**config.mk**
```make
export PLATFORM = sky130hd
export DESIGN_NAME = rptr_empty_flat
export DESIGN_NICKNAME = d
export VERILOG_FILES = /design/src/rtl/rptr_empty_if.sv /design/src/rtl/rptr_empty.sv /design/src/flat_wrapper.sv
export SDC_FILE = /design/constraint.sdc
export NUM_CORES = 1
export LEC_CHECK = 0
export BUFFER_PORTS_ARGS = -buffer_cell sky130_fd_sc_hd__buf_2
export CORE_MARGIN = 4
export CORE_UTILIZATION = 48
export CTS_CLUSTER_DIAMETER = 40
export DETAILED_ROUTE_END_ITERATION = 6
export GPL_TIMING_DRIVEN = 0
export PLACE_DENSITY_LB_ADDON = 0.05
export SKIP_LAST_GASP = 1
export SLEW_MARGIN = 10
export SYNTH_ARGS = -nofsm -noshare
export SYNTH_HDL_FRONTEND = slang
export SYNTH_SLANG_ARGS = --single-unit
```
**constraint.sdc**
```tcl
create_clock -name rclk -period 2.9 [get_ports rclk]
set_input_delay 0.435 -clock rclk [delete_from_list [all_inputs] [get_ports rclk]]
set_output_delay 0.435 -clock rclk [all_outputs]
set_load 0.01 [all_outputs]
```
**src/rtl/rptr_empty_if.sv**
```systemverilog
`default_nettype none
// +------------------------------------------------------------------+
// | rptr_empty_if : read-side FIFO control bundle (rclk domain)      |
// | Rev 1.0                                                          |
// +------------------------------------------------------------------+
interface rptr_empty_if #(
  parameter int ADDR_WIDTH = 3
);
  logic                  rinc;
  logic [ADDR_WIDTH:0]   wptr_sync;
  logic                  underflow_clr;
  logic [ADDR_WIDTH:0]   rptr;
  logic [ADDR_WIDTH-1:0] raddr;
  logic                  empty;
  logic                  almost_empty;
  logic [ADDR_WIDTH:0]   rlevel;
  logic                  underflow;

  modport master (
    output rinc, wptr_sync, underflow_clr,
    input  rptr, raddr, empty, almost_empty, rlevel, underflow
  );

  modport slave (
    input  rinc, wptr_sync, underflow_clr,
    output rptr, raddr, empty, almost_empty, rlevel, underflow
  );
endinterface
`default_nettype wire

```
**src/rtl/rptr_empty.sv**
```systemverilog
`default_nettype none
// +------------------------------------------------------------------+
// | rptr_empty : dual-clock FIFO read pointer, empty/level/underflow |
// | Rev 1.0                                                          |
// +------------------------------------------------------------------+
module rptr_empty #(
  parameter int ADDR_WIDTH = 3,
  parameter int AE_THRESH  = 1
) (
  input  wire logic       rclk,
  input  wire logic       rst_n,
  rptr_empty_if.slave     bus
);
  localparam int                c_PW        = ADDR_WIDTH + 1;
  localparam logic [c_PW-1:0]   c_AE_THRESH = c_PW'(AE_THRESH);

  logic [c_PW-1:0] r_rbin;
  logic [c_PW-1:0] r_rgray;
  logic            r_empty;
  logic            r_almost_empty;
  logic [c_PW-1:0] r_rlevel;
  logic            r_underflow;

  logic            w_accept;
  logic [c_PW-1:0] w_rbin_next;
  logic [c_PW-1:0] w_rgray_next;
  logic [c_PW-1:0] w_wbin_s;
  logic [c_PW-1:0] w_level_next;

  assign w_accept     = bus.rinc & ~r_empty;
  assign w_rbin_next  = r_rbin + {{(c_PW-1){1'b0}}, w_accept};
  assign w_rgray_next = (w_rbin_next >> 1) ^ w_rbin_next;

  // Binary bit i is the XOR of all Gray bits from the MSB down to i.
  generate
    for (genvar i = 0; i < c_PW; i++) begin : g_g2b
      assign w_wbin_s[i] = ^(bus.wptr_sync >> i);
    end
  endgenerate

  assign w_level_next = w_wbin_s - w_rbin_next;

  always_ff @(posedge rclk or negedge rst_n) begin
    if (!rst_n) begin
      r_rbin         <= '0;
      r_rgray        <= '0;
      r_empty        <= 1'b1;
      r_almost_empty <= 1'b1;
      r_rlevel       <= '0;
      r_underflow    <= 1'b0;
    end else begin
      r_rbin         <= w_rbin_next;
      r_rgray        <= w_rgray_next;
      r_empty        <= (w_rgray_next == bus.wptr_sync);
      r_almost_empty <= (w_level_next <= c_AE_THRESH);
      r_rlevel       <= w_level_next;
      // A new underflow in the same cycle as a clear must not be lost.
      if (bus.rinc && r_empty)
        r_underflow <= 1'b1;
      else if (bus.underflow_clr)
        r_underflow <= 1'b0;
    end
  end

  assign bus.rptr         = r_rgray;
  assign bus.raddr        = r_rbin[ADDR_WIDTH-1:0];
  assign bus.empty        = r_empty;
  assign bus.almost_empty = r_almost_empty;
  assign bus.rlevel       = r_rlevel;
  assign bus.underflow    = r_underflow;
endmodule
`default_nettype wire

```
**src/flat_wrapper.sv**
```systemverilog
// flat-port wrapper written by rule: the top's interface ports become plain ports
module rptr_empty_flat 
#(
  parameter int ADDR_WIDTH = 3,
  parameter int AE_THRESH  = 1
)
  (rclk, rst_n, bus_rinc, bus_wptr_sync, bus_underflow_clr, bus_rptr, bus_raddr, bus_empty, bus_almost_empty, bus_rlevel, bus_underflow);
  rptr_empty_if #(.ADDR_WIDTH(ADDR_WIDTH)) bus_i ();
  input  wire logic rclk;
  input  wire logic rst_n;
  input wire logic [$bits(bus_i.rinc)-1:0] bus_rinc;
  input wire logic [$bits(bus_i.wptr_sync)-1:0] bus_wptr_sync;
  input wire logic [$bits(bus_i.underflow_clr)-1:0] bus_underflow_clr;
  output wire logic [$bits(bus_i.rptr)-1:0] bus_rptr;
  output wire logic [$bits(bus_i.raddr)-1:0] bus_raddr;
  output wire logic [$bits(bus_i.empty)-1:0] bus_empty;
  output wire logic [$bits(bus_i.almost_empty)-1:0] bus_almost_empty;
  output wire logic [$bits(bus_i.rlevel)-1:0] bus_rlevel;
  output wire logic [$bits(bus_i.underflow)-1:0] bus_underflow;
  assign bus_i.rinc = bus_rinc;
  assign bus_i.wptr_sync = bus_wptr_sync;
  assign bus_i.underflow_clr = bus_underflow_clr;
  assign bus_rptr = bus_i.rptr;
  assign bus_raddr = bus_i.raddr;
  assign bus_empty = bus_i.empty;
  assign bus_almost_empty = bus_i.almost_empty;
  assign bus_rlevel = bus_i.rlevel;
  assign bus_underflow = bus_i.underflow;
  rptr_empty #(.ADDR_WIDTH(ADDR_WIDTH), .AE_THRESH(AE_THRESH)) u_core (.rclk(rclk), .rst_n(rst_n), .bus(bus_i));
endmodule
```
==> results of run 1 <==
[metal layers]
layer / track usage [%] / part of all wire (%)
met1: 16.7 / 41
met4: 7.18 / 0
met3: 3.45 / 7.1
met2: 23.0 / 51
met5: 0 / 0
[power groups by stage]
stage	clock network [mW]	registers [mW]	logic, mW
3_3_place_gp	0	0.339	0.655
4_1_cts	0.110	0.341	0.673
6_report	0.105	0.338	0.666
2_1_floorplan	0	0.390	0.445
5_1_grt	0.117	0.353	0.739
3_5_place_dp	0	0.343	0.670
[Yosys cell counts]
library cell	number	area share, %
sky130_fd_sc_hd__xnor2_1	13	16
sky130_fd_sc_hd__a31oi_1	2	1.7
sky130_fd_sc_hd__nor2b_1	1	0.87
sky130_fd_sc_hd__ha_1	5	8.7
sky130_fd_sc_hd__mux2i_1	1	1.4
sky130_fd_sc_hd__buf_2	1	0.69
sky130_fd_sc_hd__inv_1	7	3.6
sky130_fd_sc_hd__dfstp_2	2	7.3
sky130_fd_sc_hd__xor2_1	2	2.4
sky130_fd_sc_hd__a21boi_0	1	1.0
sky130_fd_sc_hd__a2111o_1	1	1.6
sky130_fd_sc_hd__and4_4	1	1.6
sky130_fd_sc_hd__nor4_2	1	1.7
sky130_fd_sc_hd__nand2_1	2	1.0
sky130_fd_sc_hd__and3_1	1	0.87
sky130_fd_sc_hd__nand3_1	1	0.69
sky130_fd_sc_hd__or2_1	1	0.87
sky130_fd_sc_hd__xor3_1	1	3.3
sky130_fd_sc_hd__dfrtp_1	12	42
sky130_fd_sc_hd__o21ai_0	1	0.69
sky130_fd_sc_hd__a21oi_1	1	0.69
sky130_fd_sc_hd__o2111ai_1	1	1.2
sky130_fd_sc_hd__nand2b_1	1	0.87
[sequential cells by signal, summed over array words and instances, names as in the netlist]
| register | cells |
|---|---|
| u_core.bus.rlevel | 4 |
| u_core.r_rbin | 4 |
| u_core.bus.rptr | 3 |
| u_core.bus.almost_empty | 1 |
| u_core.bus.empty | 1 |
| u_core.bus.underflow | 1 |
[cell usage in the layout (no fill, tap or decap), types with 2 or more instances in the layout]
cell type	synthesis	layout
sky130_fd_sc_hd__xor2_1	2	2
sky130_fd_sc_hd__a31oi_1	2	2
sky130_fd_sc_hd__ha_1	5	5
sky130_fd_sc_hd__dfstp_2	2	2
sky130_fd_sc_hd__nand2_1	2	2
sky130_fd_sc_hd__clkbuf_4	0	3
sky130_fd_sc_hd__inv_1	7	7
sky130_fd_sc_hd__dfrtp_1	12	12
sky130_fd_sc_hd__buf_2	1	22
sky130_fd_sc_hd__xnor2_1	13	13
[worst max-delay path, cell delays in order (launching register included)]
cell and delay [ns]:
sky130_fd_sc_hd__dfstp_2 0.55, sky130_fd_sc_hd__nor2b_1 0.05, sky130_fd_sc_hd__ha_1 0.21, sky130_fd_sc_hd__ha_1 0.23
sky130_fd_sc_hd__xnor2_1 0.36, sky130_fd_sc_hd__ha_1 0.28, sky130_fd_sc_hd__inv_1 0.06, sky130_fd_sc_hd__a2111o_1 0.41
sky130_fd_sc_hd__and4_4 0.19, sky130_fd_sc_hd__or2_1 0.20
[through the flow]
step / hold slack, ns / worst slack (ns) / power, mW
after CTS: 0.0509 / 0.246 / 1.12
final: 0.0446 / 0.237 / 1.11
after floorplan: 0.139 / 0.465 / 0.835
after global placement: 0.342 / 0.243 / 0.994
after global routing: 0.0535 / 0.134 / 1.21
after detailed placement: 0.349 / 0.204 / 1.01
[cell families after synthesis]
family,count (synthesis),synth area share (%)
XOR/XNOR,16,21.5
flip-flops,14,48.8
AND/OR/NAND/NOR,9,8.48
buffers and inverters,8,4.33
AO/OA/AOI/OAI,7,6.92
adder cells (fa/ha/maj),5,8.65
multiplexers,1,1.38
[final timing paths]
kind | end | depth (start not counted) | slack [ns]
min in group rclk | u_core.bus.underflow$_DFFE_PN0P_ | 2 | 0.36
hold reg to reg | u_core.bus.underflow$_DFFE_PN0P_ | 2 | 0.52
setup / recovery | u_core.bus.rlevel[3]$_DFF_PN0_ | 9 | 0.24
hold / removal | u_core.r_rbin[1]$_DFF_PN0_ | 1 | 0.04
max in group asynchronous | u_core.bus.almost_empty$_DFF_PN1_ | 1 | 2.56
setup reg to reg | u_core.bus.rlevel[3]$_DFF_PN0_ | 9 | 0.24
[final cells by class]
type,instances,share of cell area [%]
buffer,1,0.576
inverter,7,3.02
multi-input combinational,38,39.0
clock buffer,3,2.59
tap,15,2.16
sequential,14,40.6
timing repair buffer,21,12.1
==> results.py, run 1 <==
metrics = {
    "status": {
        "outcome": "complete, no violations",
    },
    "worst_setup_path": {
        "cp_data_arrival_time_ns": 2.82,
        "startpoint_type": "register",
        "startpoint": "u_core.bus.empty$_DFF_PN1_",
        "rr_startpoint": "u_core.bus.empty$_DFF_PN1_",
        "cp.required_ns": 3.05,
        "critPathKind": "register to register",
        "critPathCaptureType": "register",
        "timing.critical_path.fanout_max": 4,
    },
    "logic_synthesis": {
        "yosys_reg_bits": 14,
        "synth_warnings": 0,
        "synth.net_count": 73,
        "postSynthAreaPerCell_um2": 12.1,
        "synth_sequential_area_ratio_pct": 48.8,
        "synthCells": 60,
        "syn-cell-area_um2": 723,
        "synth_cell_types": 23,
    },
    "final_layout": {
        "instances_no_fill": 99,
        "layout.core_utilization_pct": 63.6,
        "fillCellCount": 132,
        "insertedDiodeCount": 0,
        "synthToLayoutAreaGrowth_pct": 20.2,
        "register_area_um2": 353,
        "final_design_area_no_fill_um2": 870,
        "total_area_of_multi_input_combinational_cells_um2": 339,
        "drive_gt1_share_pct": 34.5,
        "nets": 99,
    },
    "timing": {
        "unrepaired_setup_endpoints_after_global_routing": "no",
        "finalSetupViolations": 0,
        "worst-slew-pin-transition_ns": 0.384,
        "maxSlewViolCount": 0,
        "hold_violations": 0,
        "fin_crit_sh_pct": 91.8,
        "clock-skew-final_ns": 0.00396,
        "period_needed_ns": 2.66,
        "totalNegativeSetupSlack_ns": 0,
        "max_freq_mhz": 376,
        "max-slew-margin-rel_pct": 74.2,
    },
    "place": {
        "place_hpwl_mm": 1.01,
        "globalplace.congestion": 0.756,
        "dpl_cell_area_um2": 847,
        "buffer_ports.inserted": 21,
        "placed_cells": 96,
    },
    "floorplan": {
        "ios": 22,
        "design.die.area_mm2": 0.00219,
        "chipWidth_um": 46.8,
        "rows": 13,
        "initial_core_util_pct": 52.9,
        "fp.coreArea_mm2": 0.00137,
        "die_y_um": 46.8,
    },
    "detailed_routing": {
        "tritonroute_pass_1_iters": 4,
        "post-route-drc-count": 0,
        "routed-via-count": 505,
        "detail_route.wirelength_mm": 1.29,
        "drt_iter0_markers": 5,
        "route.detailed.vias_per_inst": 5.10,
        "routedWlPerCell_um": 13.1,
        "detail-route-antenna-nets": 0,
    },
    "cts": {
        "clk_transition_reported_paths_ns": 0.08,
        "post_cts_resize_count": 0,
        "post_cts.repair.setup_buffers": 0,
        "clkLatencyLatePin_ns": 0.27,
        "clock_tree.buffer_depth": 2,
        "numCtsBuffers": 3,
        "cts.sinks": 14,
        "clock_tree.root_cell": "sky130_fd_sc_hd__clkbuf_4",
        "ctsHtreeMaxLevel": 1,
        "tritoncts": "yes",
        "cts-hold-fix-buffers": 0,
    },
    "pwr": {
        "vdd_ir_drop_max_v": 0.000619,
        "leakage_nw": 0.429,
        "sequential_share_of_power_pct": 30.5,
        "netSwitchingPower_uw": 453,
        "switching_share_pct": 40.8,
        "power_density_mw_per_mm2": 1280,
        "power.internal_uw": 656,
        "combPwrFrac_pct": 60.0,
        "pwr-share-clk_pct": 9.5,
    },
    "hold_path": {
        "timing.hold.worst.class": "input pin to async pin",
    },
    "job": {
        "cap_violations": 0,
    },
    "global_route": {
        "global_route.usage.total_pct": 13.9,
        "grt_first_pass_wirelength_mm": 2.08,
        "vias_in_the_first_global_route": 518,
        "antenna_violations_before_repair": 0,
        "grt_max_degree": 15,
        "overflow": 0,
    },
}
No activity file was read; power rests on OpenSTA's default activity.
==> run 2: changes to the inputs <==
- CORE_UTILIZATION: 48 -> 45
==> run 2 against run 1 <==
Against the previous run:
- clock-buffer cell count grew 1
- hold slack lost 0.0063 ns
- final cell count grew 2.0%
- clock skew grew 0.0033 ns
- fmax grew 3.7%
- combinational power shrank 2%
- die area grew 5.5%
- via count shrank 1.6%
- register-to-register slack gained 0.095 ns
- critical path depth is the same
- first-iteration DRC count grew 40%
- core utilization shrank 4.9 points
==> results.py, run 2 (synthesis results as in run 1) <==
metrics = {
    "timing": {
        "totalNegativeSetupSlack_ns": 0,
        "holdWs_ns": 0.0383,
        "period_needed_ns": 2.57,
        "clock-skew-final_ns": 0.00727,
        "unrepaired_setup_endpoints_after_global_routing": "no",
        "finalSetupViolations": 0,
        "fin_crit_sh_pct": 88.5,
        "worst-slew-pin-transition_ns": 0.326,
        "setup_ws_ns": 0.332,
        "max_freq_mhz": 389,
        "maxSlewViolCount": 0,
        "hold_violations": 0,
        "max-slew-margin-rel_pct": 78.1,
    },
    "job": {
        "cap_violations": 0,
    },
    "cts": {
        "clkLatencyLatePin_ns": 0.27,
        "cts-hold-fix-buffers": 0,
        "post_cts_resize_count": 0,
        "clock_tree.buffer_depth": 2,
        "numCtsBuffers": 3,
        "post_cts.repair.setup_buffers": 0,
        "tritoncts": "yes",
        "cts.sinks": 14,
        "clock_tree.root_cell": "sky130_fd_sc_hd__clkbuf_4",
        "clk_transition_reported_paths_ns": 0.09,
        "ctsHtreeMaxLevel": 1,
    },
    "floorplan": {
        "die_y_um": 48.1,
        "fp.coreArea_mm2": 0.00151,
        "chipWidth_um": 48.1,
        "ios": 22,
        "initial_core_util_pct": 48.0,
        "rows": 14,
        "design.die.area_mm2": 0.00231,
    },
    "detailed_routing": {
        "detail-route-antenna-nets": 0,
        "routedWlPerCell_um": 12.0,
        "tritonroute_pass_1_iters": 4,
        "m1WireLength_um": 532,
        "route.detailed.vias_per_inst": 4.92,
        "top_layer_used": "met4",
        "detail_route.wirelength_mm": 1.21,
        "post-route-drc-count": 0,
        "drt_iter0_markers": 7,
        "routed-via-count": 497,
        "route.met2.wl_um": 578,
        "route.met3.wl_um": 92,
    },
    "global_route": {
        "grt_max_degree": 15,
        "grt_first_pass_wirelength_mm": 2.01,
        "overflow": 0,
        "vias_in_the_first_global_route": 457,
        "global_route.usage.total_pct": 13.1,
        "antenna_violations_before_repair": 0,
    },
    "worst_setup_path": {
        "cp_data_arrival_time_ns": 2.73,
        "cp.required_ns": 3.06,
        "critPathKind": "register to register",
        "rr_startpoint": "u_core.bus.empty$_DFF_PN1_",
        "startpoint": "u_core.bus.empty$_DFF_PN1_",
        "critPathCaptureType": "register",
        "cpMaxStageDelayCell": "sky130_fd_sc_hd__dfstp_2",
        "timing.critical_path.fanout_max": 4,
        "cpPeakStageDelay_ns": 0.55,
        "startpoint_type": "register",
        "worstPathCellList": "nor2b_1 > ha_1 > ha_1 > xnor2_1 > ha_1 > inv_1 > a2111o_1 > and4_4 > or2_1",
        "critical-path-top-cell-by-count": "sky130_fd_sc_hd__ha_1",
    },
    "final_layout": {
        "synthToLayoutAreaGrowth_pct": 22.3,
        "nets": 99,
        "mostFrequentLayoutCells": "sky130_fd_sc_hd__buf_2 (22), sky130_fd_sc_hd__xnor2_1 (13), sky130_fd_sc_hd__dfrtp_1 (12)",
        "layout.cells.most_common": "sky130_fd_sc_hd__buf_2",
        "fillCellCount": 139,
        "layout.core_utilization_pct": 58.7,
        "instances_no_fill": 101,
        "final_design_area_no_fill_um2": 885,
        "insertedDiodeCount": 0,
        "register_area_um2": 353,
        "total_area_of_multi_input_combinational_cells_um2": 339,
        "drive_gt1_share_pct": 35.3,
    },
    "pwr": {
        "leakage_nw": 0.436,
        "vdd_ir_drop_max_v": 0.000545,
        "power_density_mw_per_mm2": 1270,
        "design_power_total_mw": 1.13,
    },
    "place": {
        "detailedPlace.worstSlack_ns": 0.261,
        "globalplace.congestion": 0.730,
        "buffer_ports.inserted": 21,
        "dpl_cell_area_um2": 848,
        "placed_cells": 97,
        "place_hpwl_um": 981,
    },
    "hold_path": {
        "timing.hold.worst.class": "input pin to async pin",
    },
    "status": {
        "outcome": "complete, no violations",
    },
}
==> run 2: worst paths after layout <==
| check | endpoint | slack [ns] | depth (start not counted) |
|---|---|---|---|
| max | u_core.bus.rlevel[3]$_DFF_PN0_ | 0.33 | 9 |
| min | u_core.bus.rptr[2]$_DFF_PN0_ | 0.04 | 1 |
| max reg2reg | u_core.bus.rlevel[3]$_DFF_PN0_ | 0.33 | 9 |
| min reg2reg | u_core.bus.underflow$_DFFE_PN0P_ | 0.54 | 2 |
| max in group asynchronous | u_core.bus.almost_empty$_DFF_PN1_ | 2.57 | 1 |
| min in group rclk | u_core.bus.underflow$_DFFE_PN0P_ | 0.36 | 2 |
==> run 2: critical path: cells and delay by family (launching register included) <==
family,cells,cell delay [ns]
XOR/XNOR,1,0.32
AND/OR/NAND/NOR,3,0.43
buffers and inverters,1,0.05
flip-flops,1,0.55
adder cells (fa/ha/maj),3,0.70
AO/OA/AOI/OAI,1,0.41
==> run 2: area by class of cell <==
type | count | share of cell area, %
flip-flops and latches | 14 | 39.9
plain buffers | 1 | 0.566
inverters | 7 | 2.97
clock buffers | 4 | 4.10
multi-input cells | 38 | 38.3
repair buffers | 21 | 11.9
well taps | 16 | 2.26
==> run 2: report_power, final <==
group | total [mW] | internal [mW] | switching (mW)
Sequential | 0.336 | 0.297 | 0.0395
Clock | 0.137 | 0.0762 | 0.0608
Combinational | 0.653 | 0.311 | 0.343
==> run 2: routing by layer <==
layer / GRT usage [%] / vias up
met1: 17.1 / 231
li1: - / 252
met4: 6.45 / 0
met5: 0 / -
met2: 20.1 / 12
met3: 3.32 / 2
